--- src/rtl/code_patch_pkg.sv ---
// Shared definitions for the code patch unit: register word indices, CTRL bit
// layout, hit counter width and the fetch mode decode.
package code_patch_pkg;

    localparam int unsigned REG_CTRL      = 0;
    localparam int unsigned REG_STATUS    = 1;
    localparam int unsigned REG_SLOT_BASE = 2;

    localparam int unsigned CTRL_EN_BIT   = 0;
    localparam int unsigned CTRL_PG_BIT   = 1;
    localparam int unsigned CTRL_SLOT_LSB = 2;

    localparam int unsigned HIT_CNT_WIDTH = 16;

    typedef enum logic [1:0] {
        MODE_OFF,
        MODE_PATCH,
        MODE_PATTERN
    } fetch_mode_e;

    function automatic fetch_mode_e decode_mode(input logic en, input logic pg);
        if (!en) begin
            return MODE_OFF;
        end
        return pg ? MODE_PATTERN : MODE_PATCH;
    endfunction

endpackage

--- src/rtl/code_patch_regs.sv ---
// Wishbone register file for the code patch unit: address decode, registered
// acknowledge, CTRL and patch slot storage, STATUS read-clear strobe.
module code_patch_regs
    import code_patch_pkg::*;
#(
    parameter int ADDR_WIDTH = 12,
    parameter int DATA_WIDTH = 14,
    parameter int NUM_REGS   = 4,
    parameter int BUS_WIDTH  = 14
) (
    input  logic                                  clk,
    input  logic                                  rst,
    input  logic                                  cyc,
    input  logic                                  stb,
    input  logic                                  we,
    input  logic [ADDR_WIDTH-1:0]                 adr,
    input  logic [BUS_WIDTH-1:0]                  wdata,
    output logic [BUS_WIDTH-1:0]                  rdata,
    output logic                                  ack,
    input  logic [HIT_CNT_WIDTH-1:0]              hit_cnt,
    output logic [CTRL_SLOT_LSB+NUM_REGS-1:0]     ctrl,
    output logic [NUM_REGS-1:0][ADDR_WIDTH-1:0]   slot_addr,
    output logic [NUM_REGS-1:0][DATA_WIDTH-1:0]   slot_data,
    output logic                                  status_clr,
    output logic                                  mode_flip
);

    localparam int CTRL_W = int'(CTRL_SLOT_LSB) + NUM_REGS;
    localparam int WIDE_W = BUS_WIDTH + CTRL_W + ADDR_WIDTH + DATA_WIDTH + int'(HIT_CNT_WIDTH);

    logic                armed;
    logic                access;
    logic                commit;
    logic                rd_done;
    logic                sel_ctrl;
    logic                sel_status;
    logic [NUM_REGS-1:0] sel_addr;
    logic [NUM_REGS-1:0] sel_data;
    logic [WIDE_W-1:0]   wdata_ext;
    logic [WIDE_W-1:0]   rdata_ext;
    logic                unused_wdata;
    logic                unused_rdata;

    assign access    = cyc & stb;
    assign commit    = ack & access & we;
    assign rd_done   = ack & access & ~we;
    assign wdata_ext = WIDE_W'(wdata);

    assign unused_wdata = ^wdata_ext;
    assign unused_rdata = ^rdata_ext;

    always_comb begin
        sel_ctrl   = (adr == ADDR_WIDTH'(REG_CTRL));
        sel_status = (adr == ADDR_WIDTH'(REG_STATUS));
        for (int unsigned k = 0; k < NUM_REGS; k++) begin
            sel_addr[k] = (adr == ADDR_WIDTH'(REG_SLOT_BASE + 2 * k));
            sel_data[k] = (adr == ADDR_WIDTH'(REG_SLOT_BASE + 2 * k + 1));
        end
    end

    // armed holds off the very first ack after reset by one strobed edge.
    always_ff @(posedge clk or posedge rst) begin
        if (rst) begin
            armed <= 1'b0;
            ack   <= 1'b0;
        end else begin
            armed <= armed | access;
            ack   <= access & ~ack & armed;
        end
    end

    always_ff @(posedge clk or posedge rst) begin
        if (rst) begin
            ctrl      <= '0;
            slot_addr <= '0;
            slot_data <= '0;
        end else if (commit) begin
            if (sel_ctrl) begin
                ctrl <= wdata_ext[CTRL_W-1:0];
            end
            for (int unsigned k = 0; k < NUM_REGS; k++) begin
                if (sel_addr[k]) begin
                    slot_addr[k] <= wdata_ext[ADDR_WIDTH-1:0];
                end
                if (sel_data[k]) begin
                    slot_data[k] <= wdata_ext[DATA_WIDTH-1:0];
                end
            end
        end
    end

    always_comb begin
        rdata_ext = '0;
        if (sel_ctrl) begin
            rdata_ext = WIDE_W'(ctrl);
        end
        if (sel_status) begin
            rdata_ext = WIDE_W'(hit_cnt);
        end
        for (int unsigned k = 0; k < NUM_REGS; k++) begin
            if (sel_addr[k]) begin
                rdata_ext = WIDE_W'(slot_addr[k]);
            end
            if (sel_data[k]) begin
                rdata_ext = WIDE_W'(slot_data[k]);
            end
        end
    end

    assign rdata      = ack ? rdata_ext[BUS_WIDTH-1:0] : '0;
    assign status_clr = rd_done & sel_status;
    assign mode_flip  = commit & sel_ctrl & (wdata_ext[CTRL_PG_BIT] != ctrl[CTRL_PG_BIT]);

endmodule

--- src/rtl/code_patch_unit.sv ---
// Code patch unit: substitutes fetch data from programmable slots (patch mode)
// or streams enabled slot data round-robin (pattern mode), counting hits.
module code_patch_unit
    import code_patch_pkg::*;
#(
    parameter int ADDR_WIDTH          = 12,
    parameter int DATA_WIDTH          = 14,
    parameter int NUM_REGS            = 4,
    parameter int SUB_REGS_DATA_WIDTH = (ADDR_WIDTH > DATA_WIDTH) ? ADDR_WIDTH : DATA_WIDTH
) (
    input  logic                           wb_clk_i,
    input  logic                           wb_rst_i,
    input  logic                           wb_si_cyc_i,
    input  logic                           wb_si_stb_i,
    input  logic                           wb_si_we_i,
    input  logic [ADDR_WIDTH-1:0]          wb_si_adr_i,
    input  logic [SUB_REGS_DATA_WIDTH-1:0] wb_si_dat_i,
    output logic [SUB_REGS_DATA_WIDTH-1:0] wb_si_dat_o,
    output logic                           wb_si_ack_o,
    input  logic                           fetch_valid_i,
    input  logic [ADDR_WIDTH-1:0]          fetch_addr_i,
    output logic                           patch_hit_o,
    output logic [DATA_WIDTH-1:0]          patch_data_o,
    output logic                           pg_valid_o,
    output logic                           nopg_o,
    output logic [15:0]                    hit_cnt_o
);

    localparam int CTRL_W = int'(CTRL_SLOT_LSB) + NUM_REGS;
    localparam int PTR_W  = (NUM_REGS > 1) ? $clog2(NUM_REGS) : 1;

    logic [CTRL_W-1:0]                   ctrl;
    logic [NUM_REGS-1:0][ADDR_WIDTH-1:0] slot_addr;
    logic [NUM_REGS-1:0][DATA_WIDTH-1:0] slot_data;
    logic [NUM_REGS-1:0]                 slot_en;
    logic                                status_clr;
    logic                                mode_flip;
    logic [HIT_CNT_WIDTH-1:0]            hit_cnt;
    logic [PTR_W-1:0]                    ptr;
    fetch_mode_e                         mode;

    logic                  match_found;
    logic [DATA_WIDTH-1:0] match_data;
    logic                  pg_found;
    logic [DATA_WIDTH-1:0] pg_data;
    logic [PTR_W-1:0]      pg_next;
    logic                  patch_evt;
    logic                  pg_evt;
    logic                  nopg_evt;
    logic                  count_evt;

    code_patch_regs #(
        .ADDR_WIDTH (ADDR_WIDTH),
        .DATA_WIDTH (DATA_WIDTH),
        .NUM_REGS   (NUM_REGS),
        .BUS_WIDTH  (SUB_REGS_DATA_WIDTH)
    ) u_regs (
        .clk        (wb_clk_i),
        .rst        (wb_rst_i),
        .cyc        (wb_si_cyc_i),
        .stb        (wb_si_stb_i),
        .we         (wb_si_we_i),
        .adr        (wb_si_adr_i),
        .wdata      (wb_si_dat_i),
        .rdata      (wb_si_dat_o),
        .ack        (wb_si_ack_o),
        .hit_cnt    (hit_cnt),
        .ctrl       (ctrl),
        .slot_addr  (slot_addr),
        .slot_data  (slot_data),
        .status_clr (status_clr),
        .mode_flip  (mode_flip)
    );

    assign slot_en = ctrl[CTRL_W-1:CTRL_SLOT_LSB];
    assign mode    = decode_mode(ctrl[CTRL_EN_BIT], ctrl[CTRL_PG_BIT]);

    always_comb begin
        match_found = 1'b0;
        match_data  = '0;
        for (int unsigned k = 0; k < NUM_REGS; k++) begin
            if (!match_found && slot_en[k] && (slot_addr[k] == fetch_addr_i)) begin
                match_found = 1'b1;
                match_data  = slot_data[k];
            end
        end
    end

    // First pass takes slots at or above the pointer; second pass wraps to slot 0.
    always_comb begin
        pg_found = 1'b0;
        pg_data  = '0;
        pg_next  = '0;
        for (int unsigned k = 0; k < NUM_REGS; k++) begin
            if (!pg_found && slot_en[k] && (PTR_W'(k) >= ptr)) begin
                pg_found = 1'b1;
                pg_data  = slot_data[k];
                pg_next  = (k == NUM_REGS - 1) ? '0 : PTR_W'(k + 1);
            end
        end
        for (int unsigned k = 0; k < NUM_REGS; k++) begin
            if (!pg_found && slot_en[k]) begin
                pg_found = 1'b1;
                pg_data  = slot_data[k];
                pg_next  = (k == NUM_REGS - 1) ? '0 : PTR_W'(k + 1);
            end
        end
    end

    assign patch_evt = (mode == MODE_PATCH) && fetch_valid_i && match_found;
    assign pg_evt    = (mode == MODE_PATTERN) && fetch_valid_i && pg_found;
    assign nopg_evt  = (mode == MODE_PATTERN) && fetch_valid_i && !pg_found;
    assign count_evt = patch_evt | pg_evt;

    always_ff @(posedge wb_clk_i or posedge wb_rst_i) begin
        if (wb_rst_i) begin
            patch_hit_o  <= 1'b0;
            patch_data_o <= '0;
            pg_valid_o   <= 1'b0;
            nopg_o       <= 1'b0;
        end else begin
            patch_hit_o  <= patch_evt;
            pg_valid_o   <= pg_evt;
            nopg_o       <= nopg_evt;
            patch_data_o <= patch_evt ? match_data : (pg_evt ? pg_data : '0);
        end
    end

    always_ff @(posedge wb_clk_i or posedge wb_rst_i) begin
        if (wb_rst_i) begin
            ptr <= '0;
        end else if (mode_flip) begin
            ptr <= '0;
        end else if (pg_evt) begin
            ptr <= pg_next;
        end
    end

    // A hit landing on the STATUS read edge survives the clear as a count of one.
    always_ff @(posedge wb_clk_i or posedge wb_rst_i) begin
        if (wb_rst_i) begin
            hit_cnt <= '0;
        end else if (status_clr) begin
            hit_cnt <= count_evt ? HIT_CNT_WIDTH'(1) : '0;
        end else if (count_evt && (hit_cnt != '1)) begin
            hit_cnt <= hit_cnt + HIT_CNT_WIDTH'(1);
        end
    end

    assign hit_cnt_o = hit_cnt;

endmodule

--- config.mk ---
export PLATFORM = sky130hd
export DESIGN_NAME = code_patch_unit
export DESIGN_NICKNAME = d
export VERILOG_FILES = /design/src/rtl/code_patch_pkg.sv /design/src/rtl/code_patch_regs.sv /design/src/rtl/code_patch_unit.sv
export SDC_FILE = /design/constraint.sdc
export NUM_CORES = 1
export LEC_CHECK = 0
export CORE_MARGIN = 2
export CORE_UTILIZATION = 50
export DETAILED_ROUTE_END_ITERATION = 12
export PLACE_DENSITY = 0.71
export SLEW_MARGIN = 20
export SYNTH_ARGS = -nofsm -noshare
export SYNTH_HDL_FRONTEND = slang
export SYNTH_SLANG_ARGS = --single-unit
--- constraint.sdc ---
create_clock -name wb_clk_i -period 8.6 [get_ports wb_clk_i]
set_input_delay 1.72 -clock wb_clk_i [delete_from_list [all_inputs] [get_ports wb_clk_i]]
set_output_delay 1.72 -clock wb_clk_i [all_outputs]
set_load 0.02 [all_outputs]
==> metrics.log <==
INFO  metric numCtsBuffers = 17
INFO  metric rows = 50
INFO  metric path_max_fanout = 14
INFO  metric core_area = approximately 19000 sq um
INFO  metric combPwrFrac = 0.066
INFO  metric final-max-slew-violation-count = 0
INFO  metric design.die.area = between 15000 and 20000 sq um
INFO  metric floorplan.die.width = approximately 140 microns
INFO  metric drt_first_iter_violations = 1128
INFO  metric area_growth_syn_to_layout = 16.71%
INFO  metric worstSetupStartpointType = input port
INFO  metric worstSetupPathType = input port to primary output
INFO  metric layout.filler_cells = 1599
INFO  metric clkSinkCount = ~150
INFO  metric final_layout_size_suffix_gt1_frac = 0.1870
INFO  metric cts_tree = done
INFO  metric number_of_setup_violations_in_the_final_report = 0
INFO  metric routabilityCongestion = roughly 0.98
INFO  metric slew_headroom = 0.2534
INFO  metric drt_drc_violations_left = 0
INFO  metric share_seq_of_total_power = 0.459
INFO  metric post_cts_setup_inserts = 0
INFO  metric ctsResizeCount = 0
INFO  metric tns = 0 ns
INFO  metric maxCapViolations = 0
INFO  metric antenna_found_initial = 0
INFO  metric ff2ff_setup_slack = between 5 and 6 ns
INFO  metric postSynthAreaPerCell = 10.14 sq um
INFO  metric power.internal = roughly 1100 uW
INFO  metric power.density_cell_area = between 100 and 150 nW/um^2
INFO  metric synth.lib_cells_used.distinct = between 80 and 90
INFO  metric run_status = finished clean
INFO  metric postSynthRegisterBits = roughly 150
INFO  metric finalCritPeriodShare = 0.8156
INFO  metric overflow = 0
INFO  metric ios = 92
INFO  metric regToRegEndpoint = patch_data_o[0]
INFO  metric worstHoldEndpoint = u_regs.armed
INFO  metric worst_r2r_startpoint = u_regs.slot_addr[15]
INFO  metric p_clk_frac = 0.476
INFO  metric netSwitchingPower = roughly 370 uW
INFO  metric h-tree-depth = 4
INFO  metric cts_hold_buffers = 0
INFO  metric timing.hold.worst.start = u_regs.armed
INFO  metric route.antenna.remaining_nets = 0
INFO  metric peakVddDrop = around 0.15 mV
INFO  metric grt_setup_unrepaired = false
INFO  metric synth_common_cells = sky130_fd_sc_hd__dfrtp_1 (147), sky130_fd_sc_hd__mux2_2 (100), sky130_fd_sc_hd__clkbuf_1 (56), sky130_fd_sc_hd__nor2_1 (56), sky130_fd_sc_hd__nand2_1 (53)
INFO  metric synth-edff-count = 0
INFO  metric timing_worst_slew_pin_value = 1.110 ns
INFO  metric synth_most_common_cell = sky130_fd_sc_hd__dfrtp_1
INFO  metric root_buffer = sky130_fd_sc_hd__clkbuf_16
INFO  metric final_net_count = between 1k and 1.5k
INFO  metric vias = between 8k and 9k
INFO  metric insertion_delay = between 0.4 and 0.5 ns
INFO  metric switching_share = 0.2456
INFO  metric most_used_flip_flop_cell_after_synthesis = sky130_fd_sc_hd__dfrtp_1
INFO  metric timing.final.hold_violations = 0
INFO  metric critPathRequiredTime = approximately 6.9 ns
INFO  metric synth_top_area_cell = sky130_fd_sc_hd__dfrtp_1
INFO  metric grt_pass1_vias = 8109
INFO  metric timing.hold.worst_path_depth = 1
INFO  metric maximum_number_of_pins_on_one_net_before_global_route_repair = a little under 80
INFO  metric yosys_warnings = 0
INFO  metric syn_nets = 970
INFO  metric worst_r2r_path_depth = 7
INFO  metric synthArstFlopShare = 1.000
INFO  metric post-route-min-period = roughly 7 ns
INFO  metric data_arrival_time_at_the_worst_slack_endpoint = 5.29 ns
INFO  metric clock_edge_transition_at_the_registers_on_the_reported_setup_and_hold_paths = roughly 0.060 ns
INFO  metric num_antenna_cells = 0
INFO  metric global_route_wire_length_before_repair = 50200 microns
INFO  metric finalCoreUtilization = 0.5892
INFO  metric worst_clock_skew = 0.01079 ns
INFO  metric die_height = between 100 and 150 microns
INFO  metric place_hpwl = 23850 microns
INFO  metric wire_per_inst = ~27 microns
INFO  metric drtPass1Iterations = 6
INFO  metric bufs_on_longest_clock_path = 2
INFO  metric leakagePower = 0.004546 uW
INFO  metric postSynthCellCount = 925
INFO  metric end_kind = primary output
INFO  metric highest_clock_rate = roughly 0.14 GHz
INFO  metric yosys-top-cells-area = sky130_fd_sc_hd__dfrtp_1 (39%), sky130_fd_sc_hd__mux2_2 (12%), sky130_fd_sc_hd__xnor2_1 (4.5%), sky130_fd_sc_hd__nand4_1 (3.3%), sky130_fd_sc_hd__clkbuf_1 (2.2%)
INFO  metric postRouteWirelength = 33320 microns
INFO  metric worstHoldPathType = flip-flop to flip-flop
INFO  metric starting_utilization_of_the_core_area = 0.5048
INFO  metric synth_seq_area_share = 0.3922
INFO  metric buffer_ports.inserted = 91
INFO  metric globalRouteTotalUtil = 0.3385
INFO  metric yosys.area.top_type_share = 0.3922
INFO  metric route.detailed.vias_per_inst = approximately 6.9
INFO  metric cell_area_after_synthesis = approximately 9400 sq um
==> critical path, stage by stage <==
cell and delay [ns]:
sky130_fd_sc_hd__clkdlybuf4s50_1 0.43, sky130_fd_sc_hd__or4_1 0.87, sky130_fd_sc_hd__nor4_1 1.04, sky130_fd_sc_hd__a32oi_1 0.09
sky130_fd_sc_hd__nand2_1 0.12, sky130_fd_sc_hd__a211oi_1 0.05, sky130_fd_sc_hd__nor3_1 0.29, sky130_fd_sc_hd__clkdlybuf4s50_1 0.67
==> state kept, by name, summed over array words and instances, names as in the netlist, 2 cells and up <==
register	flops
ptr	2
hit_cnt_o	16
u_regs.slot_data	56
u_regs.slot_addr	48
u_regs.ctrl	6
patch_data_o	14
==> stage by stage <==
step                cells  worst slack (ns)  instance area [sq um]  hold slack, ns  total power (uW)
floorplan             925             2.929                   9380          0.4209             755.6
global placement     1185             1.561                  10350          0.4427             802.5
detailed placement   1185             1.587                  10350          0.4439             802.4
CTS                  1216             1.589                  10910          0.4661              1513
global route         1218             1.471                  10950          0.4785              1553
finish               1218             1.586                  10950          0.4670              1512
==> final cells by class <==
cell class,instances,area (sq um),area share
multi-input cells,687,5324,0.4863
flip-flops and latches,147,3679,0.3360
repair buffers,106,1039,0.09486
clock buffers,20,456.7,0.04171
well taps,234,292.8,0.02674
clock inverters,11,103.9,0.009486
inverters,13,53.80,0.004914
==> worst max path at each step <==
stage,startpoint,endpoint,slack (ns),cells after the start
2_1_floorplan,wb_rst_i,hit_cnt_o[0],2.93,1
3_3_place_gp,wb_si_adr_i[5],wb_si_dat_o[6],1.56,8
3_5_place_dp,wb_si_adr_i[5],wb_si_dat_o[6],1.59,8
4_1_cts,wb_si_adr_i[5],wb_si_dat_o[6],1.59,8
5_1_grt,wb_si_adr_i[5],wb_si_dat_o[6],1.47,8
6_report,wb_si_adr_i[5],wb_si_dat_o[6],1.59,8
==> power by group through the flow <==
| stage | clock network [uW] | logic, uW | registers (uW) |
|---|---|---|---|
| 3_5_place_dp | 0 | 96.3 | 706 |
| 2_1_floorplan | 0 | 50.1 | 706 |
| 5_1_grt | 754 | 106 | 693 |
| 3_3_place_gp | 0 | 96.4 | 706 |
| 4_1_cts | 723 | 96.6 | 693 |
| 6_report | 719 | 99.4 | 693 |
==> cells by family after synthesis <==
kind of cell               after synthesis  share of synthesized area
xor gates and xnor gates                49                    0.04655
muxes                                  135                     0.1681
and+or+nand+nor                        312                     0.1930
buffers and inverters                   91                    0.04241
DFF                                    147                     0.3922
adders and majority gates                1                   0.001334
AOI/OAI and AO/OA                      190                     0.1565
==> metal layers <==
metal / global-route usage / routed length [microns] / vias to the layer above
met4: 0.1411 / 1307 / 0
met2: 0.5140 / 14850 / 555
met5: 0 / 0 / -
met3: 0.06522 / 3496 / 85
met1: 0.4774 / 13660 / 4167
li1: - / - / 3625
==> layout by cell type (no fill, tap or decap), types with 4 or more instances in the layout <==
cell / n
sky130_fd_sc_hd__dfrtp_1: 147
sky130_fd_sc_hd__mux2_2: 100
sky130_fd_sc_hd__clkdlybuf4s50_1: 90
sky130_fd_sc_hd__nor2_1: 56
sky130_fd_sc_hd__nand2_1: 53
sky130_fd_sc_hd__nand4_1: 49
sky130_fd_sc_hd__xnor2_1: 47
sky130_fd_sc_hd__nand3b_1: 25
sky130_fd_sc_hd__and3_1: 21
sky130_fd_sc_hd__mux2i_1: 21
sky130_fd_sc_hd__nand3_1: 20
sky130_fd_sc_hd__a21oi_1: 18
sky130_fd_sc_hd__a32oi_1: 17
sky130_fd_sc_hd__clkbuf_16: 17
sky130_fd_sc_hd__a2bb2oi_1: 16
sky130_fd_sc_hd__a31oi_1: 16
sky130_fd_sc_hd__nand2b_1: 14
sky130_fd_sc_hd__o21ai_0: 14
sky130_fd_sc_hd__o21bai_1: 14
sky130_fd_sc_hd__buf_4: 14
sky130_fd_sc_hd__o22ai_1: 13
sky130_fd_sc_hd__o311a_1: 12
sky130_fd_sc_hd__inv_1: 10
sky130_fd_sc_hd__mux2_4: 10
sky130_fd_sc_hd__and4_1: 10
sky130_fd_sc_hd__nor2b_1: 9
sky130_fd_sc_hd__a22oi_1: 9
sky130_fd_sc_hd__nor3_1: 8
sky130_fd_sc_hd__nor4_1: 8
sky130_fd_sc_hd__o221ai_1: 8
sky130_fd_sc_hd__o211ai_1: 7
sky130_fd_sc_hd__and2_1: 6
sky130_fd_sc_hd__a211oi_1: 5
sky130_fd_sc_hd__clkinvlp_4: 5
sky130_fd_sc_hd__or3_1: 4
sky130_fd_sc_hd__o31ai_1: 4
sky130_fd_sc_hd__a221oi_1: 4
sky130_fd_sc_hd__mux4_2: 4
sky130_fd_sc_hd__o22a_1: 4
sky130_fd_sc_hd__inv_6: 4
Note: power is estimated with default switching activity, not from simulation.
